===== src/rtl/eq_pkg.sv =====
// eq_pkg.sv - shared types, channel map and slot constants for the pot scanner
//
// Purpose: common definitions for pot_scan_ctrl: FSM state encoding, the
//   slot -> A2D channel map, gain word type and named slot indices.
// Ports: none (package).
package eq_pkg;

  typedef enum logic [1:0] {
    IDLE  = 2'd0,
    START = 2'd1,
    WAIT  = 2'd2,
    GAP   = 2'd3
  } scan_state_t;

  localparam int NUM_POTS = 6;
  localparam int SLOT_W   = 3;

  typedef logic [11:0]       gain_t;
  typedef logic [2:0]        chnnl_t;
  typedef logic [SLOT_W-1:0] slot_t;

  localparam slot_t SLOT_LP   = 3'd0;
  localparam slot_t SLOT_B1   = 3'd1;
  localparam slot_t SLOT_B2   = 3'd2;
  localparam slot_t SLOT_B3   = 3'd3;
  localparam slot_t SLOT_HP   = 3'd4;
  localparam slot_t SLOT_VOL  = 3'd5;
  localparam slot_t SLOT_LAST = SLOT_VOL;

  // Board wiring: which A2D input each pot sits on, indexed by scan slot.
  localparam chnnl_t CH_MAP [0:NUM_POTS-1] = '{3'd1, 3'd0, 3'd4, 3'd2, 3'd3, 3'd7};

  function automatic chnnl_t slot_to_chnnl(input slot_t s);
    chnnl_t c;
    c = CH_MAP[0];
    case (s)
      SLOT_LP:  c = CH_MAP[0];
      SLOT_B1:  c = CH_MAP[1];
      SLOT_B2:  c = CH_MAP[2];
      SLOT_B3:  c = CH_MAP[3];
      SLOT_HP:  c = CH_MAP[4];
      SLOT_VOL: c = CH_MAP[5];
      default:  c = CH_MAP[0];
    endcase
    return c;
  endfunction

  function automatic slot_t next_slot(input slot_t s);
    return (s == SLOT_LAST) ? SLOT_LP : slot_t'(s + 3'd1);
  endfunction

endpackage


===== src/rtl/pot_scan_ctrl.sv =====
// pot_scan_ctrl.sv - round-robin scheduler sharing one SPI A2D among six slide pots
//
// Purpose: sequences strt_cnv / cnv_cmplt handshakes with the A2D SPI master,
//   stores each result in a per-pot gain register, enforces a per-conversion
//   watchdog and an idle gap between conversions.
// Ports:
//   clk, rst        clock, synchronous active-high reset
//   en              scan enable (sampled in IDLE and at the end of GAP)
//   strt_cnv, chnnl start pulse and channel to the A2D master
//   cnv_cmplt, res  completion pulse and 12-bit result from the A2D master
//   POT_LP..VOLUME  registered gain values
//   sweep_done      pulse after slot 5 is stored or abandoned
//   err             sticky watchdog timeout flag
module pot_scan_ctrl
  import eq_pkg::*;
#(
  parameter int GAP_CYCLES     = 16,
  parameter int TIMEOUT_CYCLES = 4096
) (
  input  logic        clk,
  input  logic        rst,
  input  logic        en,
  output logic        strt_cnv,
  output logic [2:0]  chnnl,
  input  logic        cnv_cmplt,
  input  logic [11:0] res,
  output logic [11:0] POT_LP,
  output logic [11:0] POT_B1,
  output logic [11:0] POT_B2,
  output logic [11:0] POT_B3,
  output logic [11:0] POT_HP,
  output logic [11:0] VOLUME,
  output logic        sweep_done,
  output logic        err
);

  localparam int CNT_MAX = (TIMEOUT_CYCLES > GAP_CYCLES) ? TIMEOUT_CYCLES : GAP_CYCLES;
  localparam int CNT_W   = (CNT_MAX > 1) ? $clog2(CNT_MAX) : 1;

  // The shared down-counter reaches zero on the last cycle of WAIT/GAP, so
  // both loads are "cycles - 1".
  localparam logic [CNT_W-1:0] WDOG_LOAD = CNT_W'(TIMEOUT_CYCLES - 1);
  localparam logic [CNT_W-1:0] GAP_LOAD  = CNT_W'(GAP_CYCLES - 1);

  scan_state_t      state_q;
  slot_t            slot_q;
  logic [CNT_W-1:0] cnt_q;
  logic             strt_cnv_q;
  chnnl_t           chnnl_q;
  logic             sweep_done_q;
  logic             err_q;
  gain_t            pot_q [NUM_POTS];

  always_ff @(posedge clk) begin
    if (rst) begin
      state_q      <= IDLE;
      slot_q       <= SLOT_LP;
      cnt_q        <= '0;
      strt_cnv_q   <= 1'b0;
      chnnl_q      <= CH_MAP[0];
      sweep_done_q <= 1'b0;
      err_q        <= 1'b0;
      for (int i = 0; i < NUM_POTS; i++) begin
        pot_q[i] <= '0;
      end
    end else begin
      strt_cnv_q   <= 1'b0;
      sweep_done_q <= 1'b0;
      unique case (state_q)
        IDLE: begin
          if (en) begin
            state_q    <= START;
            strt_cnv_q <= 1'b1;
            chnnl_q    <= slot_to_chnnl(slot_q);
          end
        end
        START: begin
          state_q <= WAIT;
          cnt_q   <= WDOG_LOAD;
        end
        WAIT: begin
          // A completion on the timeout cycle still counts as a good store.
          if (cnv_cmplt || (cnt_q == '0)) begin
            if (cnv_cmplt) begin
              pot_q[slot_q] <= res;
            end else begin
              err_q <= 1'b1;
            end
            state_q      <= GAP;
            cnt_q        <= GAP_LOAD;
            slot_q       <= next_slot(slot_q);
            sweep_done_q <= (slot_q == SLOT_LAST);
          end else begin
            cnt_q <= cnt_q - 1'b1;
          end
        end
        GAP: begin
          if (cnt_q == '0) begin
            if (en) begin
              state_q    <= START;
              strt_cnv_q <= 1'b1;
              chnnl_q    <= slot_to_chnnl(slot_q);
            end else begin
              state_q <= IDLE;
            end
          end else begin
            cnt_q <= cnt_q - 1'b1;
          end
        end
        default: state_q <= IDLE;
      endcase
    end
  end

  assign strt_cnv   = strt_cnv_q;
  assign chnnl      = chnnl_q;
  assign sweep_done = sweep_done_q;
  assign err        = err_q;
  assign POT_LP     = pot_q[SLOT_LP];
  assign POT_B1     = pot_q[SLOT_B1];
  assign POT_B2     = pot_q[SLOT_B2];
  assign POT_B3     = pot_q[SLOT_B3];
  assign POT_HP     = pot_q[SLOT_HP];
  assign VOLUME     = pot_q[SLOT_VOL];

endmodule

===== config.mk =====
export PLATFORM = sky130hd
export DESIGN_NAME = pot_scan_ctrl
export DESIGN_NICKNAME = d
export VERILOG_FILES = /design/src/rtl/eq_pkg.sv /design/src/rtl/pot_scan_ctrl.sv
export SDC_FILE = /design/constraint.sdc
export NUM_CORES = 1
export LEC_CHECK = 0
export CORE_AREA = 2 2 108 79
export CTS_BUF_LIST = sky130_fd_sc_hd__clkbuf_8
export DETAILED_ROUTE_END_ITERATION = 10
export DIE_AREA = 0 0 110 81
export GPL_TIMING_DRIVEN = 0
export PLACE_DENSITY = 0.8
export SLEW_MARGIN = 20
export SYNTH_ARGS = -nofsm -noshare
export SYNTH_HDL_FRONTEND = slang
export SYNTH_SLANG_ARGS = --single-unit

===== constraint.sdc =====
create_clock -name clk -period 3 [get_ports clk]
set_input_delay 0.9 -clock clk [delete_from_list [all_inputs] [get_ports clk]]
set_output_delay 0.9 -clock clk [all_outputs]
set_load 0.01 [all_outputs]

==> impl_metrics.yaml, run 1 <==
yosys:
  synthMuxAreaShare_pct: 0.255
  netlist_instances: 330
  synth_top_area_share_pct: 55.0
  yosysTopAreaCell: "edfxtp_1"
  synth_edf_count: 72
  synthSimpleGateAreaFrac_pct: 17.8
  synth_compound_area_share_pct: 9.90
  synth_cell_types: 53
  syn_area_per_cell_sq_um: 11.9
  synth_adder_area_share_pct: 2.23
  yosys_most_used_dff: "edfxtp_1"
  synth-seq-cells: 95
  ys_top_cells_by_area: "edfxtp_1, dfxtp_1, nor2_1"
  syn-cell-area_sq_mm: 0.00393
  async_flop_share_pct: 0
  synth_warnings: 0
  yosysSeqAreaShare_pct: 66.8
  synth-xor-area-share_pct: 0.223
  synth_nets: 353
  synth_top_family_by_area: "simple AND/OR/NAND/NOR gates"
die:
  die_area_sq_mm: 0.00891
  core_sq_mm: 0.00802
  pin_count: 94
  start_util_pct: 49.0
  row_count: 28
  die_h_um: 81
  die_w_um: 110
place:
  hpwl_um: 6950
  finalWeightedCongestion: 0.871
  dpl_cell_area_sq_mm: 0.00500
  port_buffers: 92
layout:
  stdcell_area_sq_mm: 0.00519
  final-seq-area_sq_mm: 0.00262
  insertedDiodeCount: 0
  final_cell_mix: "clkdlybuf4s50_1, edfxtp_1, nor2_1, dfxtp_1"
  fin_util_pct: 64.8
  multiInputGateArea_sq_mm: 0.00120
  fillers: 628
  mostFrequentLayoutCell: "clkdlybuf4s50_1"
  drive_gt1_share_pct: 7.94
  nNetsFinal: 459
  syn_to_final_growth_pct: 32.2
global_route:
  grt-ovfl-total: 0
  grt_max_degree: 19
  grt_pass1_wl_um: 14200
  grt_usage_pct: 21.6
  grt_pass1_vias: 2713
  antenna_found_initial: 0
clock_tree:
  cts_max_level: 3
  clock-root-buffer: "clkbuf_8"
  path_clk_slew_ps: 90
  cts_hold_buffers: 0
  numCtsBuffers: 9
  cts_max_path_buffers: 2
  cts_tree: "built"
  clkSinkCount: 95
  insertion_delay_ps: 370
sta:
  finClkSkew_ps: 6.01
  tightest_slew_ps: 737
  hold_viol: 0
  rsz0062_at_grt: "no"
  drv_slew: 0
  fin_crit_sh_pct: 94.4
  fmax_ghz: 0.353
  setup_violations: 0
  period_minus_slack_ps: 2830
  relSlewSlack_pct: 50.7
power:
  finalPower_uw: 3590
  p_sw_share_pct: 34.2
  p_leak_uw: 0.00191
  intPower_uw: 2360
  p_sw_uw: 1230
  ir_drop_mv: 0.287
  clockPowerShare_pct: 22.6
  p_per_area_mw_per_mm2: 691
  power_frac_seq_pct: 47.5
  p_comb_share_pct: 29.9
job:
  drv_cap: 0
drt:
  firstDrtPassIters: 4
  wire_per_inst_um: 17.3
  vias: 2988
  drc: 0
  drt_iter0_markers: 258
  vias_per_cell: 5.47
  routed_wl_um: 9450
  ant_nets: 0
worst_setup_path:
  critPathArrivalTime_ps: 2890
  path_max_fanout: 12
  slowest_delay_ps: 540
  cp-start-kind: "input pin"
  crit_type: "in -> reg"
  slowest_stage: "clkdlybuf4s50_1"
  cp.required_ps: 3050
  crit_chain: "clkdlybuf4s50_1, nand2_1, nor2_1, nand3_1, clkbuf_1, nand2_2"
  endpoint_kind: "flip-flop"
worst_hold_path:
  holdCritPathClass: "reg -> reg"
outcome:
  outcome: "finished, final reports clean"
[sequential cells by signal, summed over array words and instances (netlist names)]
signal / count
slot_q: 3
strt_cnv: 1
pot_q: 72
err: 1
sweep_done: 1
cnt_q: 12
chnnl: 3
state_q: 2
[timing repair]
item                                    CTS  global route
buffers inserted                          0             0
gates resized for setup                   0             2
endpoints found under the setup margin    0            24
hold endpoints to repair                  0             0
[routing by layer]
metal,up-vias,GRT usage (%),routed length (um)
li1,1390,-,-
met1,1457,31.5,4330
met2,132,31.2,4300
met3,9,6.90,748
met4,0,5.32,76
met5,-,0,0
[cell families after synthesis]
family	after synthesis
muxes	1
AOI/OAI and AO/OA	53
DFF	95
buffers and inverters	30
adders and majority gates	7
xor gates and xnor gates	1
and+or+nand+nor	143
[stage by stage]
step | setup slack (ps) | hold slack, ps | TNS, ps | cells
global route | 57.9 | 526 | 0 | 546
floorplan | 634 | 451 | 0 | 330
detailed placement | -321 | 459 | -7750 | 530
global placement | -422 | 463 | -16830 | 527
finish | 168 | 482 | 0 | 546
CTS | 58.1 | 483 | 0 | 546
[worst max-delay path: cells and delay by family]
kind | cells | cell delay (ps)
buffers and inverters | 2 | 830
AND/OR/NAND/NOR | 4 | 1150
[area by class of cell]
type | count | share of cell area, %
well taps | 105 | 2.53
clock inverters | 7 | 1.20
repair buffers | 95 | 18.2
multi-input cells | 205 | 23.1
inverters | 21 | 1.52
plain buffers | 9 | 0.650
flip-flops and latches | 95 | 50.5
clock buffers | 9 | 2.38
[power groups by stage]
stage | logic, uW | clock network (uW) | registers (uW)
after global routing | 1180 | 871 | 1730
after floorplan | 702 | 0 | 1730
final | 1070 | 811 | 1700
after global placement | 1030 | 0 | 1730
after detailed placement | 1050 | 0 | 1730
after CTS | 1060 | 814 | 1700
[synth_stat cells (3+ instances only)]
master     n
a21oi_1   10
a31oi_1    3
and2_1    13
clkbuf_1   7
dfxtp_1   23
edfxtp_1  72
ha_1       7
inv_1     20
nand2_1   22
nand3_1    3
nor2_1    69
nor3_1     7
nor4_1     5
o21ai_0   13
o22a_1     5
or2_2      5
[final timing paths]
check	start	to	slack (ps)	cells past startpoint
hold reg to reg	err	err	480	2
setup reg to reg	state_q[0]	pot_q[0][11]	440	7
hold / removal	err	err	480	2
setup / recovery	cnv_cmplt	pot_q[0][11]	170	6
Note: power is estimated with default switching activity, not from simulation.
==> inputs of run 2 (changes only) <==
--- a/config.mk
+++ b/config.mk
@@ -5,12 +5,14 @@
 export SDC_FILE = /design/constraint.sdc
 export NUM_CORES = 1
 export LEC_CHECK = 0
-export CORE_AREA = 2 2 108 79
+export CELL_PAD_IN_SITES_DETAIL_PLACEMENT = 1
+export CELL_PAD_IN_SITES_GLOBAL_PLACEMENT = 2
+export CORE_AREA = 2 2 134 97
 export CTS_BUF_LIST = sky130_fd_sc_hd__clkbuf_8
 export DETAILED_ROUTE_END_ITERATION = 10
-export DIE_AREA = 0 0 110 81
+export DIE_AREA = 0 0 136 99
 export GPL_TIMING_DRIVEN = 0
-export PLACE_DENSITY = 0.8
+export PLACE_DENSITY_LB_ADDON = 0.1
 export SLEW_MARGIN = 20
 export SYNTH_ARGS = -nofsm -noshare
 export SYNTH_HDL_FRONTEND = slang
==> impl_metrics.yaml, run 2 (same netlist as run 1, synthesis figures left out) <==
clock_tree:
  path_clk_slew_ps: 110
  insertion_delay_ps: 370
  clock-root-buffer: "clkbuf_8"
  clkSinkCount: 95
  cts_tree: "built"
  cts_max_path_buffers: 2
  cts_max_level: 3
  cts_hold_buffers: 0
  numCtsBuffers: 9
  post_cts_buffers: 0
drt:
  vias: 2843
  drt_iter0_markers: 236
  vias_per_cell: 4.72
  routed_wl_um: 10900
  ant_nets: 0
  wire_per_inst_um: 18.2
  drc: 0
  firstDrtPassIters: 4
layout:
  mostFrequentLayoutCell: "clkdlybuf4s50_1"
  insertedDiodeCount: 0
  drive_gt1_share_pct: 8.18
  stdcell_area_sq_mm: 0.00529
  top_register: "pot_q"
  fin_util_pct: 43.5
  syn_to_final_growth_pct: 34.6
  fillers: 1331
  largest_reg_flops: 72
  nNetsFinal: 458
  instances_no_fill: 602
  final_cell_mix: "clkdlybuf4s50_1, edfxtp_1, nor2_1, dfxtp_1"
  top_regs: "pot_q (72), cnt_q (12)"
job:
  drv_cap: 0
worst_setup_path:
  startpoint: "rst"
  cp.required_ps: 3100
  slowest_stage: "o21ai_1"
  critPathArrivalTime_ps: 2810
  crit_end: "pot_q[2][3]"
  r2r_setup_slack_ps: 430
  slowest_delay_ps: 580
  r2r_cells: 7
  crit_chain: "clkbuf_1, clkinv_1, o21ai_1, buf_4"
  cp-start-kind: "input pin"
  path_max_fanout: 10
  r2r-end: "cnt_q[5]"
  r2r-start: "state_q[1]"
  endpoint_kind: "flip-flop"
  crit_type: "in -> reg"
worst_hold_path:
  holdCritPathClass: "reg -> reg"
  hold_depth: 2
global_route:
  grt_max_degree: 19
  grt_usage_pct: 17.4
  grt_pass1_vias: 2891
  antenna_found_initial: 0
  grt-ovfl-total: 0
  grt_pass1_wl_um: 17100
sta:
  period_minus_slack_ps: 2700
  finClkSkew_ps: 10.6
  relSlewSlack_pct: 50.5
  rsz0062_at_grt: "no"
  hold_viol: 0
  drv_slew: 0
  tns_ps: 0
  tightest_slew_ps: 737
  fin_crit_sh_pct: 90.2
  setup_violations: 0
  fmax_ghz: 0.370
die:
  die_w_um: 136
  row_count: 34
  die_area_sq_mm: 0.0135
  pin_count: 94
  die_h_um: 99
  start_util_pct: 32.3
  core_sq_mm: 0.0122
power:
  p_per_area_mw_per_mm2: 708
  p_leak_uw: 0.00191
  ir_drop_mv: 0.272
place:
  port_buffers: 92
  dp.cells: 586
  dpl_cell_area_sq_mm: 0.00507
  finalWeightedCongestion: 0.782
  hpwl_um: 8110
outcome:
  outcome: "finished, final reports clean"
==> run 2: cell count changes in the layout (fill, tap and decap cells not counted) <==
cell and delta:
nor2_1 -1, inv_6 -1, o21ai_2 +1, buf_4 -1, clkinv_2 -1, bufinv_16 +1, o21ai_1 -1, nor2_2 +1
clkinv_4 +1
==> run 2: worst min path at each step <==
| stage | from | to | slack, ps |
|---|---|---|---|
| 5_1_grt | err | err | 510 |
| 4_1_cts | err | err | 490 |
| 6_report | err | err | 480 |
| 3_5_place_dp | err | err | 460 |
| 2_1_floorplan | cnt_q[11] | cnt_q[11] | 450 |
| 3_3_place_gp | err | err | 470 |
==> run 2: timing repair <==
item / 4_1_cts / 5_1_grt
pin swaps: 0 / 0
gates resized for setup: 1 / 2
setup endpoints to repair: 12 / 24
==> run 2: through the flow <==
step | hold WS, ps | power (uW) | setup WS [ps]
global route | 508 | 3970 | 119
detailed placement | 460 | 2850 | -444
finish | 478 | 3750 | 295
CTS | 485 | 3770 | 35.1
floorplan | 451 | 2440 | 634
global placement | 469 | 2830 | -608
==> run 2: power by group <==
group	total (uW)	switching, uW	internal, uW
Sequential	1710	147	1570
Combinational	1120	641	478
Clock	914	509	405
Total	3750	1300	2450
==> run 2: final cells by class <==
type / count / area, sq um / area share (%)
buffer: 9 / 33.8 / 0.639
clock buffer: 9 / 124 / 2.34
clock inverter: 7 / 87.6 / 1.66
inverter: 21 / 78.8 / 1.49
multi-input combinational: 205 / 1200 / 22.8
sequential: 95 / 2620 / 49.6
tap: 162 / 203 / 3.83
timing repair buffer: 94 / 936 / 17.7
==> run 2: metal layers <==
| layer | wire, um | vias up | GRT usage [%] |
|---|---|---|---|
| li1 | - | 1381 | - |
| met2 | 4460 | 76 | 23.4 |
| met3 | 619 | 7 | 5.25 |
| met1 | 5750 | 1379 | 27.1 |
| met4 | 97 | 0 | 3.85 |
| met5 | 0 | - | 0 |
==> run 2: critical path: cells and delay by family <==
kind / cells / cell delay (ps)
buffers and inverters: 3 / 1320
AO/OA/AOI/OAI: 1 / 580
==> inputs of run 3 (changes only) <==
--- a/config.mk
+++ b/config.mk
@@ -5,12 +5,14 @@
 export SDC_FILE = /design/constraint.sdc
 export NUM_CORES = 1
 export LEC_CHECK = 0
+export ABC_AREA = 1
+export CAP_MARGIN = 30
 export CELL_PAD_IN_SITES_DETAIL_PLACEMENT = 1
 export CELL_PAD_IN_SITES_GLOBAL_PLACEMENT = 2
-export CORE_AREA = 2 2 134 97
+export CORE_AREA = 2 2 137 99
 export CTS_BUF_LIST = sky130_fd_sc_hd__clkbuf_8
 export DETAILED_ROUTE_END_ITERATION = 10
-export DIE_AREA = 0 0 136 99
+export DIE_AREA = 0 0 139 101
 export GPL_TIMING_DRIVEN = 0
 export PLACE_DENSITY_LB_ADDON = 0.1
 export SLEW_MARGIN = 20
==> impl_metrics.yaml, run 3 <==
global_route:
  grt_pass1_wl_um: 17300
  grt_usage_pct: 16.0
  antenna_found_initial: 0
  grt_max_degree: 18
  grt-ovfl-total: 0
  grt_pass1_vias: 3126
worst_setup_path:
  slowest_delay_ps: 520
  critPathArrivalTime_ps: 2830
  r2r_setup_slack_ps: 590
  path_max_fanout: 10
  slowest_stage: "clkdlybuf4s50_1"
  endpoint_kind: "flip-flop"
  crit_chain: "clkdlybuf4s50_1, clkbuf_1, inv_1, clkbuf_1, o21ai_1, buf_4"
  crit_top_cell: "clkbuf_1"
  cp.required_ps: 3080
  crit_type: "in -> reg"
  cp-start-kind: "input pin"
clock_tree:
  numCtsBuffers: 9
  insertion_delay_ps: 370
  cts_max_level: 3
  cts_hold_buffers: 0
  clock-root-buffer: "clkbuf_8"
  cts_max_path_buffers: 2
  post_cts_buffers: 0
  post_cts_resized: 0
  cts_tree: "built"
  clkSinkCount: 95
  path_clk_slew_ps: 100
job:
  drv_cap: 0
layout:
  final_cell_mix: "nor2_1, clkdlybuf4s50_1, edfxtp_1, nand2_1, inv_1"
  insertedDiodeCount: 0
  syn_to_final_growth_pct: 33.6
  nNetsFinal: 530
  largest_reg_flops: 72
  mostFrequentLayoutCell: "nor2_1"
  drive_gt1_share_pct: 8.79
  top_regs: "pot_q (72), cnt_q (12)"
  top_register: "pot_q"
drt:
  drc: 0
  wire_per_inst_um: 15.8
  firstDrtPassIters: 6
  drt_iter0_markers: 193
  routed_wl_um: 10700
  vias_per_cell: 4.46
  ant_nets: 0
  vias: 3027
die:
  core_sq_mm: 0.0128
  pin_count: 94
  start_util_pct: 31.2
  die_h_um: 101
  row_count: 35
  die_w_um: 139
  die_area_sq_mm: 0.0140
sta:
  finalHoldWorstSlack_ps: 477
  fin_crit_sh_pct: 91.6
  rsz0062_at_grt: "no"
  hold_viol: 0
  setup_ws_ps: 253
  period_minus_slack_ps: 2750
  tightest_slew_ps: 532
  finClkSkew_ps: 13.4
  fmax_ghz: 0.364
  drv_slew: 0
  tns_ps: 0
  setup_violations: 0
  relSlewSlack_pct: 64.6
yosys:
  synth_edf_count: 72
  synth-seq-cells: 95
  netlist_instances: 400
  yosysTopAreaCell: "edfxtp_1"
  synth_warnings: 0
  yosysSeqAreaShare_pct: 65.7
  ys_top_cells_by_area: "edfxtp_1, dfxtp_1, nor2_1"
  synth_nets: 423
  synth_most_common_cell: "nor2_1"
  syn_area_per_cell_sq_um: 9.98
  synth_cell_types: 26
  synth_top_area_share_pct: 54.2
  syn-cell-area_sq_mm: 0.00399
  async_flop_share_pct: 0
  synth_common_cells: "nor2_1, edfxtp_1, nand2_1"
  yosys_most_used_dff: "edfxtp_1"
place:
  place_ws_ps: -201
  hpwl_um: 8340
  finalWeightedCongestion: 0.787
  port_buffers: 93
outcome:
  outcome: "finished, final reports clean"
power:
  ir_drop_mv: 0.228
  p_leak_uw: 0.00205
  p_per_area_mw_per_mm2: 689
worst_hold_path:
  holdCritPathClass: "reg -> reg"
run 3: cell count changes after synthesis, moves of 10 or more:
| cell | before | now |
|---|---|---|
| and2_1 | 13 | 0 |
| inv_1 | 20 | 41 |
| inv_2 | 0 | 13 |
| nand2_1 | 22 | 48 |
| nand3_1 | 3 | 15 |
| nor2_1 | 69 | 106 |
| o21ai_1 | 1 | 11 |
run 3: final cells by class:
cell class,count,area (sq um)
Sequential cell,95,2620
Inverter,54,203
Clock inverter,7,57.6
Fill cell,1476,7450
Timing Repair Buffer,96,953
Buffer,12,57.6
Clock buffer,9,124
Multi-Input combinational cell,239,1110
Tap cell,166,208
run 3: power breakdown:
group / internal [uW] / switching (uW)
Sequential: 1570 / 129
Clock: 312 / 479
Combinational: 443 / 745
run 3: per-stage QoR:
stage,instances,total power (uW),cell area (sq um),utilization [%]
floorplan,400,2490,3990,-
global placement,659,2890,5130,40.1
detailed placement,662,2920,5150,40.3
CTS,678,3720,5330,41.7
global route,678,3960,5330,41.7
finish,678,3680,5330,41.7
run 3: logic make-up (layout without fill, tap and decap cells):
logic type                 count (synthesis)  count (layout)  share of synthesized area [%]
DFF                                       95              95                           65.7
adders and majority gates                  7               7                           2.19
buffers and inverters                     66             178                           6.52
and+or+nand+nor                          188             188                           19.6
AOI/OAI and AO/OA                         40              40                           5.14
xor gates and xnor gates                   4               4                          0.878
run 3: worst paths after layout:
| kind | to | cells after the start | start |
|---|---|---|---|
| setup reg to reg | pot_q[1][0] | 9 | state_q[0] |
| hold reg to reg | chnnl[2] | 2 | chnnl[2] |
| setup / recovery | pot_q[5][8] | 6 | rst |
| hold / removal | chnnl[2] | 2 | chnnl[2] |
run 3: worst max-delay path, delay by kind of cell:
family	cells	cell delay, ps
compound gates	1	350
buf+inv	5	1570
run 3: layer usage:
layer / global-route usage (%) / vias up / routed length [um]
li1: - / 1509 / -
met1: 24.2 / 1451 / 5790
met2: 23.2 / 59 / 4450
met3: 3.90 / 8 / 401
met4: 3.73 / 0 / 83
met5: 0 / - / 0
==> patch 1: new RTL, flow settings as in run 3 <==
The 4 states of `scan_state_t` get a one-hot encoding in 4 bits.
--- a/src/rtl/eq_pkg.sv
+++ b/src/rtl/eq_pkg.sv
@@ -6,9 +6,9 @@
 package eq_pkg;
 
-  typedef enum logic [1:0] {
-    IDLE  = 2'd0,
-    START = 2'd1,
-    WAIT  = 2'd2,
-    GAP   = 2'd3
+  typedef enum logic [3:0] {
+    IDLE  = 4'b0001,
+    START = 4'b0010,
+    WAIT  = 4'b0100,
+    GAP   = 4'b1000
   } scan_state_t;
 
Formal check against the unedited RTL: same outputs for any inputs over 10 cycles, from zero or initial values and one cycle with rst high; not proved beyond that.
==> patch 1 against run 3 <==
First-iteration DRC count is 23% lower; wire length is 0.29% higher; sequential cell count is 2 higher; via count is 0.89% higher; design area is 2.9% higher; synthesized cell count is 0.75% higher; area after synthesis is 1.7% higher; worst setup slack better by 0.045 ns; global-route usage is 0.15 points lower.
Power is not compared: it rests on default switching activity, and its combinational part moved more than twofold at a synthesized area within 25%.
==> patch 1: results (changes against run 3) <==
The count of routing violations after the opening detailed-route iteration was 148 (was 193); the detail-routed net length per standard cell was 15.84 um (was 15.81 um). The logs give 65.60% (was 65.71%) for the share of synthesized area occupied by flip-flops and latches and 1447 (was 1476) for the number of filler instances in the final layout. Registers with the most flip-flops: pot_q (72), cnt_q (12), state_q (4) (was pot_q (72), cnt_q (12)). The largest fanout on the critical path is 12 (was 10), and the total nets after synthesis is 422 (was 423).

The worst relative slew slack came out at 48.98% (was 64.55%). The tools report the end point of the worst hold path as err$_SDFFE_PP0P_ (was chnnl[2]$_SDFFE_PP0P_). The placer's final routability congestion estimate is 0.7827 (was 0.7874), and the worst setup skew after layout is 0.01043 ns (was 0.01336 ns). The number of library cell types mapped by synthesis is 31 (was 26).

The total number of vias came out at 3054 (was 3027). Cells taking the most area after synthesis: sky130_fd_sc_hd__edfxtp_1 53%, sky130_fd_sc_hd__dfxtp_1 12%, sky130_fd_sc_hd__nor2_1 9.1% (was sky130_fd_sc_hd__edfxtp_1 54%, sky130_fd_sc_hd__dfxtp_1 12%, sky130_fd_sc_hd__nor2_1 10%). The logs give 17 (was 18) for the maximum number of pins on one net before global-route repair and 10750 um (was 10720 um) for the wire length reported by the detailed router. The count of cells along the worst hold path came out at 1 (was 2).

The data arrival time at the worst-slack endpoint is 2.70 ns (was 2.83 ns). For the placed instance count, the log shows 664 (was 662). The startpoint of the worst setup timing path is rst (unchanged). The tools report the beginning of the worst hold path as err$_SDFFE_PP0P_ (was chnnl[2]$_SDFFE_PP0P_).

Cell types with the highest counts after synthesis: 98 x sky130_fd_sc_hd__nor2_1, 72 x sky130_fd_sc_hd__edfxtp_1, 59 x sky130_fd_sc_hd__nand2_1 (was 106 x sky130_fd_sc_hd__nor2_1, 72 x sky130_fd_sc_hd__edfxtp_1, 48 x sky130_fd_sc_hd__nand2_1). The length of routed wiring on met1 is 5371 um (was 5789 um), and the global-route wire length before repair is 16990 um (was 17260 um). The overall fraction of global-route tracks in use is 15.89% (was 16.04%), and the delay of the slowest cell on the worst path is 0.57 ns (was 0.52 ns).

The flow ran to the end, and the final reports show no timing, DRC or antenna violations. The number of cells traversed by the worst register-to-register path is 8 (was 9), and the share of final-layout standard cells stronger than drive strength 1 is 9.162% (was 8.789%). The source of the worst register-to-register timing path is state_q[0]$_SDFFE_PP1P_ (was state_q[0]$_SDFFE_PP0P_). The run gives 4785 um (was 4447 um) as the routed length on met2. The net count reported at finish is 528 (was 530). Worst reg2reg path endpoint: pot_q[3][8]$_SDFFCE_PN0P_ (was pot_q[1][0]$_SDFFCE_PN0P_).
-- patch 1: power by group through the flow --
stage | logic (mW) | clock network [mW] | registers, mW
6_report | 0.317 | 1.10 | 1.51
5_1_grt | 0.356 | 1.18 | 1.51
4_1_cts | 0.323 | 1.13 | 1.51
3_5_place_dp | 0.320 | 0 | 1.54
3_3_place_gp | 0.314 | 0 | 1.54
2_1_floorplan | 0.153 | 0 | 1.55
-- patch 1: kinds of logic (layout without fill, tap and decap cells) --
group,count (synthesis),in the layout,share of synthesized area (%)
xor gates and xnor gates,4,4,0.8633
DFF,97,97,65.60
buffers and inverters,64,174,6.720
AOI/OAI and AO/OA,34,34,4.501
and+or+nand+nor,201,201,21.39
adders and majority gates,3,3,0.9249
-- patch 1: cell type report --
type                            count  area (um^2)  share of cell area [%]
Clock inverter                      6        137.6                   2.507
Inverter                           54        203.9                   3.715
Clock buffer                        9        123.9                   2.256
Multi-Input combinational cell    242         1137                   20.72
Tap cell                          166        207.7                   3.783
Sequential cell                    97         2663                   48.50
Buffer                             10        71.32                   1.299
Timing Repair Buffer               95        945.9                   17.23
-- patch 1: repair_timing --
action	4_1_cts	5_1_grt
gates resized for setup	3	2
pin swaps	0	0
setup endpoints to repair	43	12
-- patch 1: worst max-delay path by stage --
| stage | end | cells after the start |
|---|---|---|
| 2_1_floorplan | pot_q[2][0]$_SDFFCE_PN0P_ | 4 |
| 3_3_place_gp | pot_q[2][7]$_SDFFCE_PN0P_ | 5 |
| 3_5_place_dp | pot_q[1][6]$_SDFFCE_PN0P_ | 5 |
| 4_1_cts | pot_q[3][8]$_SDFFCE_PN0P_ | 7 |
| 5_1_grt | pot_q[3][8]$_SDFFCE_PN0P_ | 7 |
| 6_report | pot_q[3][8]$_SDFFCE_PN0P_ | 7 |
-- patch 1: per-stage QoR --
step	power, mW	setup WS, ns	hold slack (ns)	TNS, ns
after floorplan	1.706	0.5938	0.4704	0
after global placement	1.851	-0.8389	0.4489	-37.34
after detailed placement	1.858	-0.5572	0.4541	-29.31
after CTS	2.964	0.1310	0.4797	0
after global routing	3.050	0.1178	0.5213	0
final	2.923	0.2979	0.4717	0
-- patch 1: per-layer routing --
layer  global-route usage, %  vias up
met5                       0        -
met4                   4.817        0
met3                   3.895       15
met2                   24.71       73
met1                   22.16     1454
li1                        -     1512
==> patch 2: new RTL, flow settings as in run 3 <==
Without the edit above. Change the parameter `GAP_CYCLES` from 16 to 8.
--- a/src/rtl/pot_scan_ctrl.sv
+++ b/src/rtl/pot_scan_ctrl.sv
@@ -15,5 +15,5 @@
   import eq_pkg::*;
 #(
-  parameter int GAP_CYCLES     = 16,
+  parameter int GAP_CYCLES     = 8,
   parameter int TIMEOUT_CYCLES = 4096
 ) (
Behaviour: same outputs for any inputs over 10 cycles, from zero or initial values and one cycle with rst high; that may be too few to reach the edited logic, so the function may still have changed.
==> patch 2 against run 3 <==
First-iteration DRC count down 20%; power grew 6.4%; largest power group unchanged; non-clock buffer count did not move; cell count grew 0.74%; wire length about the same; area after synthesis is 2.3% higher; design area rose by 2.3%; hold slack worse by 0.0071 ns; sequential cell count is the same; global-route usage shrank 0.084 points; worst setup slack better by 0.10 ns.
==> patch 2: results (changes against run 3) <==
The flow ran to the end, and the final reports show no timing, DRC or antenna violations. The logs give 0.7593 (was 0.7874) for the placer's final routability congestion estimate and 3016 (was 3027) for the total number of vias. The initial antenna violation count is 0 (unchanged).

Cells taking the most area after synthesis: sky130_fd_sc_hd__edfxtp_1 53%, sky130_fd_sc_hd__dfxtp_1 11%, sky130_fd_sc_hd__nor2_1 7.2% (was sky130_fd_sc_hd__edfxtp_1 54%, sky130_fd_sc_hd__dfxtp_1 12%, sky130_fd_sc_hd__nor2_1 10%). The source of the worst register-to-register timing path was state_q[0]$_SDFFE_PP0P_ (unchanged). The worst ir drop on vdd is 0.0002538 V (was 0.0002278 V), and the clock transition at the register clock pins on the worst setup and hold paths after CTS is 0.10 ns (about the same). Registers with the most flip-flops: pot_q (72), cnt_q (12) (unchanged).

Largest fanout on the critical path: 12 (was 10). The cell class contributing the biggest share of worst-path delay is simple AND/OR/NAND/NOR gates (was buffers and inverters). The reg2reg setup slack is 0.65 ns (was 0.59 ns), and the total of buffers placed on input and output ports is 93 (unchanged). Startpoint of the worst setup timing path: cnv_cmplt (was rst). The number of filler instances in the final layout is 1453 (was 1476).

The fraction of registers with async set/reset was 0% (unchanged). The net count reported at finish is 535 (was 530). Cell types with the highest counts after synthesis: 78 x sky130_fd_sc_hd__nor2_1, 72 x sky130_fd_sc_hd__edfxtp_1, 65 x sky130_fd_sc_hd__nand2_1 (was 106 x sky130_fd_sc_hd__nor2_1, 72 x sky130_fd_sc_hd__edfxtp_1, 48 x sky130_fd_sc_hd__nand2_1). The tools report the worst setup skew after layout as 0.01253 ns (was 0.01336 ns). The leakage dissipation was 2.104 nW (was 2.050 nW). For the number of buffers inserted to repair setup after CTS, the log shows 0 (unchanged). For the post-detailed-placement half-perimeter wirelength, the log shows 8191 um (was 8341 um).

For the total nets after synthesis, the log shows 428 (was 423). The maximum number of pins on one net before global-route repair came out at 19 (was 18). The data arrival time at the worst-slack endpoint was 2.67 ns (was 2.83 ns).

Setup TNS: 0 ns (unchanged). The worst-case hold slack is 0.4699 ns (was 0.4769 ns). Global-route wire length before repair: 16940 um (was 17260 um). The overall fraction of global-route tracks in use is 15.96% (was 16.04%), and the number of gates resized after CTS is 0 (unchanged). Transition time at the pin with the least slew margin: 0.5729 ns (was 0.5317 ns). The wire length reported by the detailed router is 10720 um (about the same), and the count of cells along the worst hold path is 2 (unchanged). The logs give 29 (was 26) for the number of library cell types mapped by synthesis and 64.22% (was 65.71%) for the share of synthesized area occupied by flip-flops and latches.

The share of final-layout standard cells stronger than drive strength 1 was 13.35% (was 8.789%). The worst reg2reg path endpoint was pot_q[0][2]$_SDFFCE_PN0P_ (was pot_q[1][0]$_SDFFCE_PN0P_). Count of routing violations after the opening detailed-route iteration: 154 (was 193).
[patch 2: cell types whose count changed after synthesis, sizes merged]
cell	delta
nand2	+19
nor2	-9
o21ai	-8
buf	+3
clkbuf	-3
inv	+3
and2	+1
nand3	+1
nand4	-1
nor3	-1
xnor2	-1
xor2	+1
[patch 2: cells by family after synthesis]
| family | synth area share (%) |
|---|---|
| AND/OR/NAND/NOR | 21.57 |
| flip-flops | 64.22 |
| buffers and inverters | 7.077 |
| AO/OA/AOI/OAI | 4.136 |
| adder cells (fa/ha/maj) | 2.145 |
| XOR/XNOR | 0.8578 |
[patch 2: how the worst max path moves through the flow]
stage	to	depth (start not counted)
floorplan	pot_q[5][0]$_DFFE_PP_	2
detailed placement	pot_q[0][3]$_SDFFCE_PN0P_	8
CTS	pot_q[0][0]$_SDFFCE_PN0P_	8
global route	pot_q[0][2]$_SDFFCE_PN0P_	8
finish	pot_q[0][2]$_SDFFCE_PN0P_	8
global placement	pot_q[5][4]$_DFFE_PP_	5
[patch 2: worst min-delay path, stage by stage (launching register included)]
cell and delay [ns]:
sky130_fd_sc_hd__dfxtp_1 0.32, sky130_fd_sc_hd__nand2_1 0.06, sky130_fd_sc_hd__a21oi_1 0.05
[patch 2: final cells by class]
class	count	area, um^2	area share (%)
Buffer	12	75.07	1.376
Inverter	57	214.0	3.921
Clock buffer	9	123.9	2.270
Sequential cell	95	2623	48.06
Multi-Input combinational cell	241	1172	21.49
Tap cell	166	207.7	3.806
Timing Repair Buffer	96	953.4	17.47
Clock inverter	7	87.58	1.605
[patch 2: metal layers]
metal,up-vias,global-route usage (%),part of all wire [%]
li1,1513,-,-
met1,1430,24.19,54
met2,65,22.36,40
met3,8,3.990,4.4
met4,0,4.662,1.0
met5,-,0,0
[patch 2: through the flow]
stage	utilization, %	power [mW]	instances	setup slack, ns	cell area [um^2]
after floorplan	-	2.590	405	0.7078	4084
after global placement	40.84	2.996	664	-0.4032	5223
after detailed placement	41.02	3.032	667	-0.07304	5245
after CTS	42.67	3.961	683	0.3466	5456
after global routing	42.67	4.208	683	0.1902	5456
final	42.67	3.913	683	0.3543	5456
[patch 2: power by group]
part           switching [mW]  leakage, nW  internal, mW
Combinational           0.818         1.06         0.470
Clock                   0.519        0.108         0.406
Sequential              0.117        0.933          1.58
Total                    1.45         2.10          2.46
